File: src/rtl/icache_pkg.sv
// Shared types and address-split helpers for the direct-mapped instruction cache.
package icache_pkg;

  typedef enum logic [1:0] {IDLE, REQ, REFILL, DRAIN} state_t;

  function automatic int offset_bits(input int line_words);
    return $clog2(line_words);
  endfunction

  function automatic int index_bits(input int num_lines);
    return $clog2(num_lines);
  endfunction

  function automatic int tag_bits(input int num_lines, input int line_words);
    return 30 - $clog2(line_words) - $clog2(num_lines);
  endfunction

  // Clears the byte and word-offset bits so the result points at the first word of the line.
  function automatic logic [31:0] line_addr(input logic [31:0] addr, input int line_words);
    logic [31:0] mask;
    mask = (32'(line_words) << 2) - 32'd1;
    return addr & ~mask;
  endfunction

endpackage

File: src/rtl/icache_refill_fsm.sv
// Refill controller: owns the state, beat counter, latched line address and memory handshake,
// and tells the cache top which word of the refill line to write.
module icache_refill_fsm
  import icache_pkg::*;
#(
  parameter int LINE_WORDS = 4
) (
  input  logic                          clk,
  input  logic                          rst,
  input  logic                          miss,
  input  logic                          flush,
  input  logic [31:0]                   pc,
  input  logic                          mem_ack,
  input  logic                          mem_rvalid,
  output state_t                        state,
  output logic                          mem_req,
  output logic [31:0]                   mem_addr,
  output logic                          wr_en,
  output logic [$clog2(LINE_WORDS)-1:0] wr_word,
  output logic                          wr_last,
  output logic                          drop
);

  localparam int OB = offset_bits(LINE_WORDS);

  state_t        state_nx;
  logic [OB-1:0] cnt;
  logic [OB-1:0] cnt_nx;
  logic          last_beat;

  assign last_beat = (cnt == OB'(LINE_WORDS - 1));
  assign wr_word   = cnt;

  always_ff @(posedge clk or posedge rst) begin
    if (rst) begin
      state    <= IDLE;
      cnt      <= '0;
      mem_addr <= '0;
    end else begin
      state <= state_nx;
      cnt   <= cnt_nx;
      if (state == IDLE && miss)
        mem_addr <= line_addr(pc, LINE_WORDS);
    end
  end

  // A flush while the line is in flight suppresses its writes; the remaining beats are drained.
  always_comb begin
    state_nx = state;
    cnt_nx   = cnt;
    mem_req  = 1'b0;
    wr_en    = 1'b0;
    wr_last  = 1'b0;
    drop     = flush && (state != DRAIN);
    case (state)
      IDLE: begin
        if (miss)
          state_nx = REQ;
      end
      REQ: begin
        mem_req = 1'b1;
        if (mem_ack) begin
          state_nx = REFILL;
          cnt_nx   = '0;
        end
      end
      REFILL: begin
        if (mem_rvalid) begin
          cnt_nx  = cnt + 1'b1;
          wr_en   = !flush;
          wr_last = !flush && last_beat;
        end
        if (mem_rvalid && last_beat)
          state_nx = IDLE;
        else if (flush)
          state_nx = DRAIN;
      end
      DRAIN: begin
        if (mem_rvalid) begin
          cnt_nx = cnt + 1'b1;
          if (last_beat)
            state_nx = IDLE;
        end
      end
      default: state_nx = IDLE;
    endcase
  end

endmodule

File: src/rtl/icache_direct.sv
// Direct-mapped read-only instruction cache with register arrays and combinational lookup.
// Optional hit/miss counters are enabled by defining ICACHE_STATS_EN.
module icache_direct
  import icache_pkg::*;
#(
  parameter int NUM_LINES  = 16,
  parameter int LINE_WORDS = 4
) (
  input  logic        clk,
  input  logic        rst,
  input  logic [31:0] pcF,
  input  logic        fetch_en,
  input  logic        flush,
  output logic [31:0] instr,
  output logic        instr_valid,
  output logic        stall_fetch,
  output logic        mem_req,
  output logic [31:0] mem_addr,
  input  logic        mem_ack,
  input  logic [31:0] mem_rdata,
  input  logic        mem_rvalid
`ifdef ICACHE_STATS_EN
  ,
  output logic [31:0] hit_count,
  output logic [31:0] miss_count
`endif
);

  localparam int OB    = offset_bits(LINE_WORDS);
  localparam int IB    = index_bits(NUM_LINES);
  localparam int TAG_W = tag_bits(NUM_LINES, LINE_WORDS);

  logic [31:0]      data_arr [NUM_LINES][LINE_WORDS];
  logic [TAG_W-1:0] tag_arr  [NUM_LINES];
  logic [NUM_LINES-1:0] valid;

  logic [OB-1:0]    offset;
  logic [IB-1:0]    index;
  logic [TAG_W-1:0] tag;
  logic [IB-1:0]    ridx;
  logic [TAG_W-1:0] rtag;
  logic             hit;
  logic             miss;
  state_t           state;
  logic             wr_en;
  logic [OB-1:0]    wr_word;
  logic             wr_last;
  logic             drop;
  logic             unused_bits;

  assign offset      = pcF[2 +: OB];
  assign index       = pcF[2+OB +: IB];
  assign tag         = pcF[31 -: TAG_W];
  assign ridx        = mem_addr[2+OB +: IB];
  assign rtag        = mem_addr[31 -: TAG_W];
  assign unused_bits = ^{pcF[1:0], mem_addr[1+OB:0]};

  assign hit         = fetch_en && valid[index] && (tag_arr[index] == tag) && (state == IDLE);
  assign miss        = fetch_en && !hit && (state == IDLE);
  assign instr_valid = hit;
  assign instr       = hit ? data_arr[index][offset] : 32'd0;
  assign stall_fetch = (state != IDLE) || miss;

  icache_refill_fsm #(
    .LINE_WORDS(LINE_WORDS)
  ) u_refill (
    .clk       (clk),
    .rst       (rst),
    .miss      (miss),
    .flush     (flush),
    .pc        (pcF),
    .mem_ack   (mem_ack),
    .mem_rvalid(mem_rvalid),
    .state     (state),
    .mem_req   (mem_req),
    .mem_addr  (mem_addr),
    .wr_en     (wr_en),
    .wr_word   (wr_word),
    .wr_last   (wr_last),
    .drop      (drop)
  );

  always_ff @(posedge clk or posedge rst) begin
    if (rst)
      valid <= '0;
    else if (drop)
      valid <= '0;
    else if (wr_last)
      valid[ridx] <= 1'b1;
  end

  // Data and tag storage is deliberately unreset; the valid bits alone gate hits.
  always_ff @(posedge clk) begin
    if (wr_en)
      data_arr[ridx][wr_word] <= mem_rdata;
    if (wr_last)
      tag_arr[ridx] <= rtag;
  end

`ifdef ICACHE_STATS_EN
  always_ff @(posedge clk or posedge rst) begin
    if (rst) begin
      hit_count  <= '0;
      miss_count <= '0;
    end else begin
      if (hit)
        hit_count <= hit_count + 32'd1;
      if (miss)
        miss_count <= miss_count + 32'd1;
    end
  end
`endif

endmodule

File: config.mk
export PLATFORM = sky130hd
export DESIGN_NAME = icache_direct
export DESIGN_NICKNAME = d
export VERILOG_FILES = /design/src/rtl/icache_pkg.sv /design/src/rtl/icache_refill_fsm.sv /design/src/rtl/icache_direct.sv
export SDC_FILE = /design/constraint.sdc
export NUM_CORES = 2
export LEC_CHECK = 0
export ABC_CLOCK_PERIOD_IN_PS = 11500
export CORE_MARGIN = 2
export CORE_UTILIZATION = 63
export DETAILED_ROUTE_END_ITERATION = 8
export GPL_ROUTABILITY_DRIVEN = 1
export HOLD_SLACK_MARGIN = 0.15
export PLACE_DENSITY = 0.82
export SYNTH_ARGS = -nofsm -noshare
export SYNTH_HDL_FRONTEND = slang
export SYNTH_SLANG_ARGS = --single-unit
File: constraint.sdc
create_clock -name clk -period 11.5 [get_ports clk]
set_input_delay 1.15 -clock clk [delete_from_list [all_inputs] [get_ports clk]]
set_output_delay 1.15 -clock clk [all_outputs]
set_load 0.005 [all_outputs]
==> run metrics <==
Tmin final approximately 8400 ps; initial antenna violation count 15; clock share of power 0.393; Post-CTS Hold Buffers 0; DR vias/cell approximately 7.5; Synth top area share 0.7669; dominant cells by area after synthesis edfxtp_1, mux4_2, dfrtp_1; switching pwr 0.004458 W; die height slightly below 400 um; sequential share of the synthesized area 0.7795; Max Cap Viol 0; first-pass GRT wire length ~380,000 um; Sw Share 0.2307; Crit Path Class primary input to output pin; Gate Count Post-Synth around 3.9k; most common cell in the netlist edfxtp_1; FFs w/ async S/R, synth 0.01935; CTS buffer count about 220; max frequency 118.6 MHz; Die Area between 150,000 and 200,000 um^2; DP HPWL roughly 130,000 um; I/O Pins about 140; Starting DRT DRC Count around 8.7k; unrepaired setup endpoints after global routing no; Post-CTS Setup Bufs 0; Chip Width a little under 400 um; CTS tree yes; Fin Clk Skew around 56 ps; Yosys cell types slightly below 60; layout cells sized above 1 0.2963; largest net degree at the start of global routing 139; placed cell areas a little under 100,000 um^2; residual DRC count 0; max incr delay on CP roughly 1000 ps; outcome finished clean; Arrival @ worst endpoint around 7300 ps; Startpoint Class primary input; final antenna-violating net count 0; Clock Path Buffers 3; post-synth top area cell edfxtp_1; 1st-pass router iterations 6; H-Tree Depth 4; gr usage total 0.3580; vias in the first global route roughly 49k; Setup crit end kind output pin; Final GP Congestion ~0.82; routed length per instance 42.16 um; IO buf count between 100 and 150; Layout Cells excl Fill around 6.4k; Slew Limit Headroom 0.1351; Leakage about 33 nW; total global routing overflow 0; post-synthesis area per instance approximately 24 um^2; ys flop type edfxtp_1; synth warn 0; Yosys reg bits 2,480; Slowest cell on crit path a311oi_1; Root Driver clkbuf_16; nets 4,263; Rows between 100 and 150; Comb power frac 0.064; Mapped Area between 90,000 and 100,000 um^2; crit-path max FO 52; Post-synth top cells edfxtp_1, mux4_2, nor2_1, buf_2, clkbuf_1; Total Wirelength about 270,000 um; Crit path top cell by count buf_4; fin crit share 0.7331; initial core utilization 0.6351; Hold Violations, Final 0; Overall Power between 0.015 and 0.02 W; Post-synth EDFFs ~2.4k; Reg power frac 0.543; Placed Cells approximately 6k; Core Area ~150,000 um^2; Clk Latency, worst-skew pair ~900 ps; cells along the critical path buf_4, buf_4, mux4_2, nor2_1, a221oi_1, a211oi_1, or3b_1, nor4_2, nand4_4, buf_4, a311oi_1, clkdlybuf4s50_1; hold slack final roughly 500 ps; WP data required 10,350 ps; total number of vias ~48k; Slew Viols, Final 0; worst hold path class flip-flop to flip-flop; Worst Tran Pin Value roughly 1300 ps; fin area 106,600 um^2; Worst-path clk slew about 60 ps; internal power 0.01487 W; VDD IR max 184.4 uV; final setup fails 0; Cell Pwr Density around 180 nW/um^2; post-cts resize count 0; Synth-to-Final Area Change 11.93%; clock tree sinks 2,480; setup TNS 0 ps
==> path summary, 6_finish.rpt <==
path	startpoint	end	slack [ps]	cells past startpoint
min in group asynchronous	rst	u_refill.mem_addr[9]$_DFFE_PP0P_	910	3
hold reg to reg	valid[1]$_DFFE_PP0P_	valid[1]$_DFFE_PP0P_	500	2
max in group asynchronous	rst	u_refill.mem_addr[17]$_DFFE_PP0P_	10020	3
setup reg to reg	tag_arr[11][3]$_DFFE_PP_	u_refill.mem_addr[20]$_DFFE_PP0P_	7000	10
setup / recovery	pcF[7]	instr[4]	3070	12
hold / removal	valid[1]$_DFFE_PP0P_	valid[1]$_DFFE_PP0P_	500	2
==> sequential cells by signal, summed over array words and instances, names as in the netlist <==
| register | flops |
|---|---|
| tag_arr | 384 |
| valid | 16 |
| u_refill.mem_addr | 28 |
| data_arr | 2048 |
| u_refill.state | 2 |
| u_refill.wr_word | 2 |
==> layer usage <==
layer / part of all wire / GRT usage / vias up
met5: 0.00034 / 0 / -
met4: 0.069 / 0.2003 / 14
met3: 0.13 / 0.09187 / 1098
met2: 0.49 / 0.5641 / 4731
met1: 0.31 / 0.4625 / 24640
li1: - / - / 17410
==> cell usage in the layout, fill, tap and decap left out, drive strengths merged, types with 5 or more instances in the layout <==
master and count:
buf 134, mux2i 61, a221oi 5, xor2 10
diode 6, mux2 33, edfxtp 2432, bufinv 21
a311oi 10, nor2 128, clkinv 94, xnor2 18
nand2 62, a22oi 9, nand3 13, a211oi 27
clkinvlp 8, nor2b 37, clkbuf 286, nand4 5
inv 21, o211ai 8, and2 8, mux4 739
clkdlybuf4s50 92, o21ai 14, dfrtp 48, a21oi 5
==> per-stage QoR <==
| step | util | worst slack, ps |
|---|---|---|
| after floorplan | - | 6212 |
| after global placement | 0.6621 | 3470 |
| after detailed placement | 0.6621 | 3400 |
| after CTS | 0.7107 | 3271 |
| after global routing | 0.7108 | 2999 |
| final | 0.7108 | 3069 |
==> layout make-up <==
class                   instances  area [um^2]
well taps                    2016         2522
fillers                      7731        43360
diodes                          6        15.01
multi-input cells            1245        20560
flip-flops and latches       2480        74230
clock inverters               132         1340
inverters                      12        50.05
clock buffers                 286         5949
repair buffers                226         1921
==> critical path: cells and delay by family <==
kind | cells | cell delay [ps]
multiplexers | 1 | 380
AND/OR/NAND/NOR | 4 | 1160
buffers and inverters | 4 | 2680
AO/OA/AOI/OAI | 3 | 1760
==> power groups by stage <==
stage,logic (W),registers (W),clock network (W)
final,0.00124,0.0105,0.00760
after global routing,0.00128,0.0105,0.00788
after CTS,0.00122,0.0105,0.00761
after detailed placement,0.00117,0.0107,0
after global placement,0.00112,0.0106,0
after floorplan,0.000624,0.0106,0
==> cell families after synthesis <==
| family | after synthesis | synth area share |
|---|---|---|
| flip-flops | 2480 | 0.7795 |
| multiplexers | 833 | 0.1851 |
| AND/OR/NAND/NOR | 272 | 0.01290 |
| buffers and inverters | 224 | 0.01122 |
| AO/OA/AOI/OAI | 104 | 0.008159 |
| XOR/XNOR | 28 | 0.002575 |
| adder cells (fa/ha/maj) | 4 | 0.0005256 |
| other | 1 | 0.00003938 |
No activity file was read; power rests on OpenSTA's default activity.
